### src/rtl/modbus_hreg_arbiter_pkg.sv
// Shared definitions for the Modbus holding-register bank and write arbiter:
// FSM state encoding, requester IDs and completion status codes.
package modbus_hreg_arbiter_pkg;

    typedef enum logic [1:0] {
        S_IDLE  = 2'd0,
        S_WRITE = 2'd1,
        S_RESP  = 2'd2
    } state_t;

    // Requester IDs (also the encoding of the last-grant bit)
    localparam logic REQ_MB   = 1'b0;
    localparam logic REQ_HOST = 1'b1;

    // Completion status
    localparam logic ST_OK  = 1'b0;
    localparam logic ST_REJ = 1'b1;

    // Full 8-bit compare against the bank size; no truncation or wrap.
    function automatic logic addr_in_range(input logic [7:0] addr, input int num_regs);
        return int'(addr) < num_regs;
    endfunction

endpackage

### src/rtl/modbus_hreg_arbiter_stretch.sv
// hreg_update_stretch: single-register update pulse stretcher. A trigger
// (re)loads the counter with INTR_CLOCK; the pulse is high while it is nonzero,
// so the output stays high for exactly INTR_CLOCK cycles after the last trigger.
module hreg_update_stretch #(
    parameter int INTR_CLOCK = 5
) (
    input  logic clk,
    input  logic rst_n,
    input  logic i_trig,
    output logic o_pulse
);

    localparam int CW = $clog2(INTR_CLOCK + 1);

    logic [CW-1:0] r_cnt;

    // Restartable down-counter: trigger reloads, otherwise count down to zero
    always_ff @(posedge clk or negedge rst_n) begin
        if (!rst_n)
            r_cnt <= '0;
        else if (i_trig)
            r_cnt <= CW'(INTR_CLOCK);
        else if (r_cnt != '0)
            r_cnt <= r_cnt - 1'b1;
    end

    assign o_pulse = (r_cnt != '0);

endmodule

### src/rtl/modbus_hreg_arbiter.sv
// modbus_hreg_arbiter: holding-register bank shared by the Modbus function
// handler (single-cycle write strobes) and the host interface (req/ack).
// Writes are serialised through an IDLE -> WRITE -> RESP FSM with round-robin
// tie-break; successful Modbus commits raise a stretched per-register update.
// Optional feature macro: HREG_WRITE_PROTECT_EN (adds wp_mask, Modbus only).
module modbus_hreg_arbiter
    import modbus_hreg_arbiter_pkg::*;
#(
    parameter int          NUM_REGS   = 4,
    parameter int          INTR_CLOCK = 5,
    parameter logic [15:0] RESET_VAL  = 16'h0000
) (
    input  logic                     clk,
    input  logic                     rst_n,
`ifdef HREG_WRITE_PROTECT_EN
    input  logic [NUM_REGS-1:0]      wp_mask,
`endif
    input  logic                     mb_wen,
    input  logic [7:0]               mb_waddr,
    input  logic [15:0]              mb_wdat,
    output logic                     mb_w_done,
    output logic                     mb_w_status,
    output logic                     mb_overrun,
    input  logic                     host_req,
    input  logic [7:0]               host_addr,
    input  logic [15:0]              host_wdat,
    output logic                     host_ack,
    output logic                     host_err,
    output logic [16*NUM_REGS-1:0]   hreg_o,
    output logic [NUM_REGS-1:0]      update_o,
    output logic                     irq_o
);

    state_t                     r_state, w_state_nxt;
    logic                       r_mb_pend, r_mb_ovr;
    logic [7:0]                 r_mb_addr;
    logic [15:0]                r_mb_dat;
    logic                       r_host_pend;
    logic                       r_last, r_gnt, r_status;
    logic [7:0]                 r_wr_addr;
    logic [15:0]                r_wr_dat;
    logic [NUM_REGS-1:0][15:0]  r_hreg;

    logic                       w_grant, w_gnt_sel;
    logic                       w_mb_done, w_host_ack;
    logic                       w_prot, w_wr_ok;
    logic                       w_host_busy;
    logic [NUM_REGS-1:0]        w_upd_trig;

`ifdef HREG_WRITE_PROTECT_EN
    // Protection applies to Modbus writes only; the host may always write
    always_comb begin
        w_prot = 1'b0;
        for (int i = 0; i < NUM_REGS; i++)
            if (r_wr_addr == 8'(i))
                w_prot = wp_mask[i] && (r_gnt == REQ_MB);
    end
`else
    assign w_prot = 1'b0;
`endif

    assign w_wr_ok = addr_in_range(r_wr_addr, NUM_REGS) && !w_prot;

    // Next-state, grant selection and completion pulses
    always_comb begin
        w_state_nxt = r_state;
        w_grant     = 1'b0;
        w_gnt_sel   = r_gnt;
        w_mb_done   = 1'b0;
        w_host_ack  = 1'b0;
        case (r_state)
            S_IDLE: begin
                if (r_mb_pend || r_host_pend) begin
                    w_grant     = 1'b1;
                    w_state_nxt = S_WRITE;
                    if (r_mb_pend && r_host_pend)
                        w_gnt_sel = (r_last == REQ_HOST) ? REQ_MB : REQ_HOST;
                    else
                        w_gnt_sel = r_mb_pend ? REQ_MB : REQ_HOST;
                end
            end
            S_WRITE: w_state_nxt = S_RESP;
            S_RESP: begin
                w_mb_done   = (r_gnt == REQ_MB);
                w_host_ack  = (r_gnt == REQ_HOST);
                w_state_nxt = S_IDLE;
            end
            default: w_state_nxt = S_IDLE;
        endcase
    end

    // FSM state register
    always_ff @(posedge clk or negedge rst_n) begin
        if (!rst_n) r_state <= S_IDLE;
        else        r_state <= w_state_nxt;
    end

    // Modbus capture: one outstanding write; a strobe on the clearing edge is accepted
    always_ff @(posedge clk or negedge rst_n) begin
        if (!rst_n) begin
            r_mb_pend <= 1'b0;
            r_mb_ovr  <= 1'b0;
            r_mb_addr <= '0;
            r_mb_dat  <= '0;
        end else begin
            if (mb_wen && (!r_mb_pend || w_mb_done)) begin
                r_mb_pend <= 1'b1;
                r_mb_addr <= mb_waddr;
                r_mb_dat  <= mb_wdat;
            end else if (w_mb_done) begin
                r_mb_pend <= 1'b0;
            end
            if (mb_wen && r_mb_pend && !w_mb_done)
                r_mb_ovr <= 1'b1;
        end
    end

    // Host is "in service" from grant until back in IDLE; masking the still-high
    // request there keeps the completed request from being seen twice.
    assign w_host_busy = ((r_state != S_IDLE) && (r_gnt == REQ_HOST)) ||
                         (w_grant && (w_gnt_sel == REQ_HOST));

    // Host request sampling
    always_ff @(posedge clk or negedge rst_n) begin
        if (!rst_n) r_host_pend <= 1'b0;
        else        r_host_pend <= host_req && !w_host_busy;
    end

    // Grant latch, write status and round-robin history
    always_ff @(posedge clk or negedge rst_n) begin
        if (!rst_n) begin
            r_gnt     <= REQ_MB;
            r_last    <= REQ_HOST;
            r_status  <= ST_OK;
            r_wr_addr <= '0;
            r_wr_dat  <= '0;
        end else begin
            if (w_grant) begin
                r_gnt     <= w_gnt_sel;
                r_wr_addr <= (w_gnt_sel == REQ_MB) ? r_mb_addr : host_addr;
                r_wr_dat  <= (w_gnt_sel == REQ_MB) ? r_mb_dat  : host_wdat;
            end
            if (r_state == S_WRITE)
                r_status <= w_wr_ok ? ST_OK : ST_REJ;
            if (r_state == S_RESP)
                r_last <= r_gnt;
        end
    end

    // Register bank commit
    always_ff @(posedge clk or negedge rst_n) begin
        if (!rst_n) begin
            r_hreg <= {NUM_REGS{RESET_VAL}};
        end else if ((r_state == S_WRITE) && w_wr_ok) begin
            for (int i = 0; i < NUM_REGS; i++)
                if (r_wr_addr == 8'(i))
                    r_hreg[i] <= r_wr_dat;
        end
    end

    for (genvar g = 0; g < NUM_REGS; g++) begin : g_upd
        assign w_upd_trig[g] = w_mb_done && (r_status == ST_OK) && (r_wr_addr == 8'(g));
        hreg_update_stretch #(.INTR_CLOCK(INTR_CLOCK)) u_stretch (
            .clk     (clk),
            .rst_n   (rst_n),
            .i_trig  (w_upd_trig[g]),
            .o_pulse (update_o[g])
        );
    end

    assign mb_w_done   = w_mb_done;
    assign mb_w_status = w_mb_done && r_status;
    assign mb_overrun  = r_mb_ovr;
    assign host_ack    = w_host_ack;
    assign host_err    = w_host_ack && r_status;
    assign hreg_o      = r_hreg;
    assign irq_o       = |update_o;

endmodule

### config.mk
export PLATFORM = sky130hd
export DESIGN_NAME = modbus_hreg_arbiter
export DESIGN_NICKNAME = d
export VERILOG_FILES = /design/src/rtl/modbus_hreg_arbiter_pkg.sv /design/src/rtl/modbus_hreg_arbiter_stretch.sv /design/src/rtl/modbus_hreg_arbiter.sv
export SDC_FILE = /design/constraint.sdc
export NUM_CORES = 1
export LEC_CHECK = 0
export ABC_CLOCK_PERIOD_IN_PS = 1850
export CORE_MARGIN = 2
export CORE_UTILIZATION = 35
export CTS_CLUSTER_DIAMETER = 80
export DETAILED_ROUTE_END_ITERATION = 8
export GPL_TIMING_DRIVEN = 0
export PLACE_DENSITY = 0.59
export SETUP_SLACK_MARGIN = 0.3
export SLEW_MARGIN = 20
export SYNTH_ARGS = -nofsm -noshare
export SYNTH_HDL_FRONTEND = slang
export SYNTH_HIERARCHICAL = 1
export SYNTH_SLANG_ARGS = --single-unit
### constraint.sdc
create_clock -name clk -period 1.85 [get_ports clk]
set_input_delay 0.37 -clock clk [delete_from_list [all_inputs] [get_ports clk]]
set_output_delay 0.37 -clock clk [all_outputs]
set_load 0.02 [all_outputs]
==> flow_summary.json, run 1 <==
{
  "p_per_area_nw_per_um2": 1534,
  "yosysWarnings": 6,
  "cts_max_path_buffers": 2,
  "grt_use_met2": 0.3107,
  "ys_ff_latch": 132,
  "total_power_uw": 14080,
  "first_pass_iters": 4,
  "fp.coreArea_um2": 15310,
  "hold_viol": 0,
  "area_growth_syn_to_layout_pct": 65.93,
  "arrival_ns": 1.77,
  "grt_busiest_layer": "met2",
  "die_area_um2": 16820,
  "drc": 0,
  "synthFlopType": "dfrtp_1",
  "syn_nets": 439,
  "top_level_ports": 126,
  "clock_latency_ns": 0.42,
  "first_iter_violations": 174,
  "rsz0062_at_grt": "true",
  "gp_congestion": 0.7245,
  "numCtsBuffers": 17,
  "grt_pass1_vias": 4319,
  "fp.dieW_um": 129.7,
  "reg2reg_from": "r_state[0]$_DFFE_PN0P_",
  "n_fill_cell": 1224,
  "die_height_um": 129.7,
  "synthArstFlopShare": 1.000,
  "postRouteAntennaNets": 0,
  "start_util": 0.3611,
  "grt_max_degree": 68,
  "nNetsFinal": 663,
  "track_usage": 0.1908,
  "num_antenna_cells": 0,
  "fin_ws_ns": -0.2877,
  "cts_tree": "yes",
  "gr-total-overflow": 0,
  "grt_pass1_wl_um": 24180,
  "drive_above_1_share": 0.4862,
  "startpoint_type": "flop",
  "grtUsageMet1": 0.2489,
  "peakVddDrop_v": 0.0007906,
  "numPortBuffers": 125,
  "critPathKind": "flop to output port",
  "synth.distinct_cells": 33,
  "status": "finished, violations left",
  "clkTransAtPathRegs_ns": 0.06,
  "synth.avg_cell_area_um2": 14.59,
  "synth_cells": 379,
  "routed_wl_um": 15630,
  "dp_hpwl_um": 9473,
  "violations": "negative setup slack",
  "place_area_um2": 7137,
  "fin_crit_ns": 2.138,
  "clock-sinks": 132,
  "path_max_fanout": 2,
  "setup_violations": 1,
  "slew_headroom": 0.6594,
  "ys_seq_area_frac": 0.5975,
  "rows": 45,
  "min_path_cells": 1,
  "rr_endpoint": "hreg_o[39]$_DFFE_PN0P_",
  "p_leak_uw": 0.004772,
  "via_per_inst": 4.847,
  "synth_area_um2": 5530,
  "vias": 4004,
  "endpoint_kind": "output port",
  "fin_crit_sh": 1.155,
  "htree_levels": 4,
  "tightest_slew_ns": 0.5110,
  "fmaxAchievable_mhz": 467.8,
  "r2r_slack_ns": 0.04,
  "hp-start": "mb_overrun$_DFFE_PN0P_",
  "cap_violations": 0,
  "rr_worst_depth": 8,
  "synth_edf_count": 0,
  "min_to": "mb_overrun$_DFFE_PN0P_",
  "met3_usage": 0.04797,
  "wl_per_cell_um": 18.92,
  "antenna_found_initial": 0,
  "report.final.slew_viol_count": 0,
  "hold_slack_ns": 0.4701,
  "clock_skew_ns": 0.008775,
  "cp.required_ns": 1.48,
  "final_area_um2": 9176,
  "worstHoldPathType": "flop to flop",
  "root_buffer": "clkbuf_16"
}
## worst max-delay path: stages (launching register included)
cell and delay, ns:
dfrtp_1 0.39, inv_2 0.09, ha_4 0.14, nand2b_4 0.06, or4_4 0.53, buf_6 0.15
## per-stage QoR
stage                     worst slack [ns]  setup TNS, ns    util  cells
after floorplan                     0.1782              0       -    379
after global placement              -4.782        -634.86  0.4639    715
after detailed placement           -0.2838         -8.279  0.4660    716
after CTS                          -0.3019        -0.3019  0.5775    799
after global routing               -0.3333        -0.3909  0.5992    826
final                              -0.2877        -0.2877  0.5992    826
## placed cells by master (no fill, tap or decap), types with 2 or more instances in the layout
cell type        count
dfrtp_1            130
mux2_4              88
dlygate4sd2_1       64
clkdlybuf4s50_1     50
buf_6               42
buf_4               38
o221a_2             24
o21bai_1            23
clkbuf_16           19
nor2_1              11
buf_8                9
inv_2                9
nor2b_1              8
buf_12               7
clkbuf_8             6
nand2b_4             5
nor2_4               4
nor2b_4              4
nand4_4              4
mux2i_1              4
nor3b_1              4
a211oi_2             4
a211o_1              4
ha_4                 4
ha_1                 4
bufinv_16            3
buf_16               3
nand2_1              2
nor2b_2              2
and2_4               2
clkbuf_2             2
a21o_1               2
clkinvlp_4           2
clkbuf_1             2
clkinv_2             2
## Yosys cell counts (2+ instances only)
cell type,instances,area share
mux2_2,88,0.18
clkbuf_1,9,0.0061
dfrtp_1,131,0.59
a211oi_1,4,0.0054
and2_1,3,0.0034
o21bai_1,24,0.033
nor2_1,16,0.011
nor2b_1,14,0.016
or2_2,2,0.0023
nand3_1,2,0.0018
o221a_2,24,0.049
nand2b_4,4,0.010
inv_1,10,0.0068
mux2i_1,4,0.0072
ha_1,8,0.018
buf_6,5,0.010
a211o_1,4,0.0063
nand2_1,3,0.0020
nand2b_1,2,0.0023
nor3b_1,5,0.0068
a21o_1,2,0.0027
nand4_2,4,0.0091
## layer usage
layer,share of wire,vias up
met3,0.050,17
met1,0.44,2060
met2,0.49,90
met5,0,-
met4,0.019,0
li1,-,1837
## what timing repair did
action,4_1_cts,5_1_grt
pin swaps,24,32
hold buffers,1,0
setup buffers,47,26
endpoints found under the hold margin,64,0
gates resized for setup,300,36
endpoints found under the setup margin,192,135
cloned,4,1
## final cells by class
| cell class | instances | area (um2) | share of cell area |
|---|---|---|---|
| timing repair buffer | 205 | 2034 | 0.2217 |
| buffer | 16 | 250.2 | 0.02727 |
| clock buffer | 23 | 488.0 | 0.05318 |
| clock inverter | 8 | 123.9 | 0.01350 |
| sequential | 132 | 3306 | 0.3602 |
| multi-input combinational | 221 | 2673 | 0.2912 |
| tap | 211 | 264.0 | 0.02877 |
| inverter | 10 | 37.54 | 0.004091 |
## worst max path at each step
stage	startpoint	endpoint	slack, ns	depth (start not counted)
floorplan	r_wr_addr[2]$_DFFE_PN0N_	hreg_o[21]$_DFFE_PN0P_	0.18	4
global placement	rst_n	hreg_o[38]$_DFFE_PN0P_	-4.78	1
detailed placement	g_upd[3].u_stretch/r_cnt[0]$_DFFE_PN0P_	irq_o	-0.28	5
CTS	g_upd[3].u_stretch/r_cnt[0]$_DFFE_PN0P_	irq_o	-0.30	5
global route	g_upd[0].u_stretch/r_cnt[0]$_DFFE_PN0P_	irq_o	-0.33	5
finish	g_upd[0].u_stretch/r_cnt[0]$_DFFE_PN0P_	irq_o	-0.29	5
## power by group
part | switching (uW) | leakage (uW) | internal [uW] | total (uW)
Sequential | 836 | 0.00167 | 3820 | 4660
Clock | 1220 | 0.000295 | 2250 | 3470
Combinational | 2330 | 0.00281 | 3620 | 5950
## registers in the layout (all words and copies together) (netlist names), 2 cells and up
signal                 cells
hreg_o                    64
r_wr_addr                  8
r_wr_dat                  16
r_mb_addr                  8
r_mb_dat                  16
g_upd.u_stretch/r_cnt     12
r_state                    2
## cell families (layout without fill, tap and decap cells)
group	Yosys count	after routing	share of synthesized area
compound gates	61	61	0.09955
mux	92	92	0.1864
simple gates	60	60	0.07308
fa+ha+maj	8	8	0.01810
flops	132	132	0.5975
buf+inv	26	262	0.02534
(Power assumes the default switching activity.)
==> inputs of run 2 (changes only) <==
--- a/config.mk
+++ b/config.mk
@@ -16,5 +16,4 @@
 export SLEW_MARGIN = 20
 export SYNTH_ARGS = -nofsm -noshare
 export SYNTH_HDL_FRONTEND = slang
-export SYNTH_HIERARCHICAL = 1
 export SYNTH_SLANG_ARGS = --single-unit
==> flow_summary.json, run 2 <==
{
  "status": "finished, violations left",
  "violations": "negative setup slack",
  "routed_wl_um": 15640,
  "cap_violations": 0,
  "worstSetupStartpoint": "g_upd[0].u_stretch.r_cnt[1]$_DFFE_PN0P_",
  "synth_cells": 380,
  "wl_met1_um": 7149,
  "vias": 3980,
  "cp.required_ns": 1.48,
  "max_stage_delay_ns": 0.53,
  "clock_skew_ns": 0.005969,
  "clock_latency_ns": 0.41,
  "synth_edf_count": 0,
  "track_usage": 0.1869,
  "drc": 0,
  "fin_crit_ns": 2.123,
  "place_area_um2": 7188,
  "synth_most_common_cell": "dfrtp_1",
  "dp_hpwl_um": 9226,
  "crit_chain": "inv_2, ha_4, nand2b_4, or4_4, buf_6",
  "met2_length_um": 7608,
  "fp.coreArea_um2": 15200,
  "dr.max_layer_used": "met4",
  "gp_congestion": 0.7186,
  "routed-wl-met3_um": 611,
  "grt_max_degree": 96,
  "report.final.slew_viol_count": 0,
  "grt_pass1_vias": 4290,
  "gr-total-overflow": 0,
  "root_buffer": "clkbuf_16",
  "synthArstFlopShare": 1.000,
  "nNetsFinal": 660,
  "postRouteAntennaNets": 0,
  "setup_violations": 3,
  "cts_tree": "yes",
  "ys_seq_area_frac": 0.6052,
  "rows": 45,
  "utilization": 0.6109,
  "synthFlopType": "dfrtp_1",
  "die_area_um2": 16620,
  "fin_crit_sh": 1.148,
  "synth.avg_cell_area_um2": 14.37,
  "r2r_slack_ns": 0.04,
  "ys_top_cells_by_count": "131 x dfrtp_1, 86 x mux2_2, 25 x o21bai_1",
  "drive_above_1_share": 0.4731,
  "antenna_found_initial": 0,
  "wl_per_cell_um": 19.52,
  "peakVddDrop_v": 0.0008358,
  "num_antenna_cells": 0,
  "fin_ws_ns": -0.2731,
  "first_iter_violations": 161,
  "p_leak_uw": 0.004793,
  "first_pass_iters": 4,
  "fin_setup_tns_ns": -0.5499,
  "hold_viol": 0,
  "endpoint_kind": "output port",
  "fp.dieW_um": 128.9,
  "synth.largest_area_cell": "dfrtp_1",
  "die_height_um": 128.9,
  "synthTopCellsByArea": "dfrtp_1 60%, mux2_2 18%, o221a_2 4.9%",
  "critPathKind": "flop to output port",
  "ys_ff_latch": 132,
  "tightest_slew_ns": 0.4892,
  "numCtsBuffers": 17,
  "largest_reg_flops": 64,
  "fmaxAchievable_mhz": 471.0,
  "cp_slowest_cell": "or4_4",
  "p_per_area_nw_per_um2": 1552,
  "numPortBuffers": 125,
  "slew_headroom": 0.6739,
  "syn_nets": 440,
  "top_level_ports": 126,
  "start_util": 0.3592,
  "cts_max_path_buffers": 2,
  "cp_top_family": "simple AND/OR/NAND/NOR gates",
  "yosys.area.top_type_share": 0.6004,
  "htree_levels": 4,
  "yosysWarnings": 0,
  "worstHoldPathType": "input port to async pin",
  "area_growth_syn_to_layout_pct": 70.10,
  "startpoint_type": "flop",
  "clock-sinks": 132,
  "final_cell_mix": "130 x dfrtp_1, 88 x mux2_4, 63 x dlygate4sd2_1, 50 x clkdlybuf4s50_1, 43 x buf_6",
  "grt_pass1_wl_um": 23600,
  "layout_commonest_cell": "dfrtp_1",
  "final_area_um2": 9288,
  "crit_buf_inv": 2,
  "arrival_ns": 1.75,
  "via_per_inst": 4.969,
  "n_fill_cell": 1184,
  "synth.distinct_cells": 36,
  "rsz0062_at_grt": "true",
  "clkTransAtPathRegs_ns": 0.06,
  "place_ws_ns": -0.2804,
  "synth_area_um2": 5460,
  "reg2reg_from": "r_state[1]$_DFFE_PN0P_",
  "path_max_fanout": 2
}
[run 2: cell count changes in the layout (fill, tap and decap cells not counted), sizes merged, moves of 3 or more]
| cell | previous run | this run |
|---|---|---|
| nor2b | 14 | 3 |
| a211o | 4 | 0 |
| a21oi | 0 | 3 |
| nor2 | 16 | 8 |
| inv | 10 | 13 |
| nor3b | 5 | 2 |
| nand2 | 3 | 15 |
| nand3 | 2 | 6 |
| o211a | 0 | 4 |
| xnor2 | 0 | 4 |
| a211oi | 4 | 0 |
[run 2: where the power goes]
group	internal (uW)	total, uW	switching [uW]
logic	3930	6360	2420
clock network	2220	3430	1210
registers	3790	4640	842
[run 2: final cells by class]
| class | instances | area (um2) | area share |
|---|---|---|---|
| well taps | 188 | 235.2 | 0.02533 |
| repair buffers | 201 | 1993 | 0.2146 |
| flip-flops and latches | 132 | 3306 | 0.3559 |
| plain buffers | 19 | 277.8 | 0.02991 |
| inverters | 13 | 56.30 | 0.006062 |
| clock inverters | 9 | 126.4 | 0.01361 |
| multi-input cells | 216 | 2815 | 0.3031 |
| clock buffers | 23 | 478.0 | 0.05146 |
[run 2: worst register-to-register path: stages (launching register included)]
cell       delay, ns
dfrtp_2         0.44
buf_6           0.14
nor4b_4         0.22
buf_6           0.18
nand3_4         0.18
clkbuf_16       0.24
mux2_4          0.30
[run 2: worst paths after layout]
path,end,cells after the start
worst max register to register,hreg_o[22]$_DFFE_PN0P_,6
worst min register to register,mb_overrun$_DFFE_PN0P_,1
min in group clk,mb_overrun$_DFFE_PN0P_,1
worst min-delay path,hreg_o[53]$_DFFE_PN0P_,2
max in group asynchronous,r_state[1]$_DFFE_PN0P_,3
worst max-delay path,irq_o,5
[run 2: per-layer routing]
metal | track usage | vias to the layer above
li1 | - | 1828
met1 | 0.2501 | 2037
met2 | 0.2923 | 94
met3 | 0.04699 | 21
met4 | 0.07545 | 0
met5 | 0 | -
[run 2: stage by stage]
stage / hold slack, ns / instances / power [uW]
after detailed placement: 0.2673 / 694 / 8506
after CTS: 0.4254 / 776 / 13100
after floorplan: 0.07441 / 380 / 7217
after global placement: 0.4552 / 693 / 8352
final: 0.4178 / 801 / 14420
after global routing: 0.4339 / 801 / 15150
[run 2: cells by family (layout without fill, tap and decap cells)]
group	Yosys count	in the layout	synth area share
compound gates	60	60	0.09876
flops	132	132	0.6052
buf+inv	32	265	0.02612
mux	90	90	0.1852
simple gates	54	54	0.06004
xor+xnor	4	4	0.006415
fa+ha+maj	8	8	0.01833
[run 2: repair_timing]
action / in CTS / in global routing
pin swaps: 17 / 14
cloned: 1 / 5
resized for setup: 265 / 52
buffers inserted: 48 / 20
hold buffers: 1 / 0
setup endpoints to repair: 189 / 122
hold endpoints to repair: 37 / 0
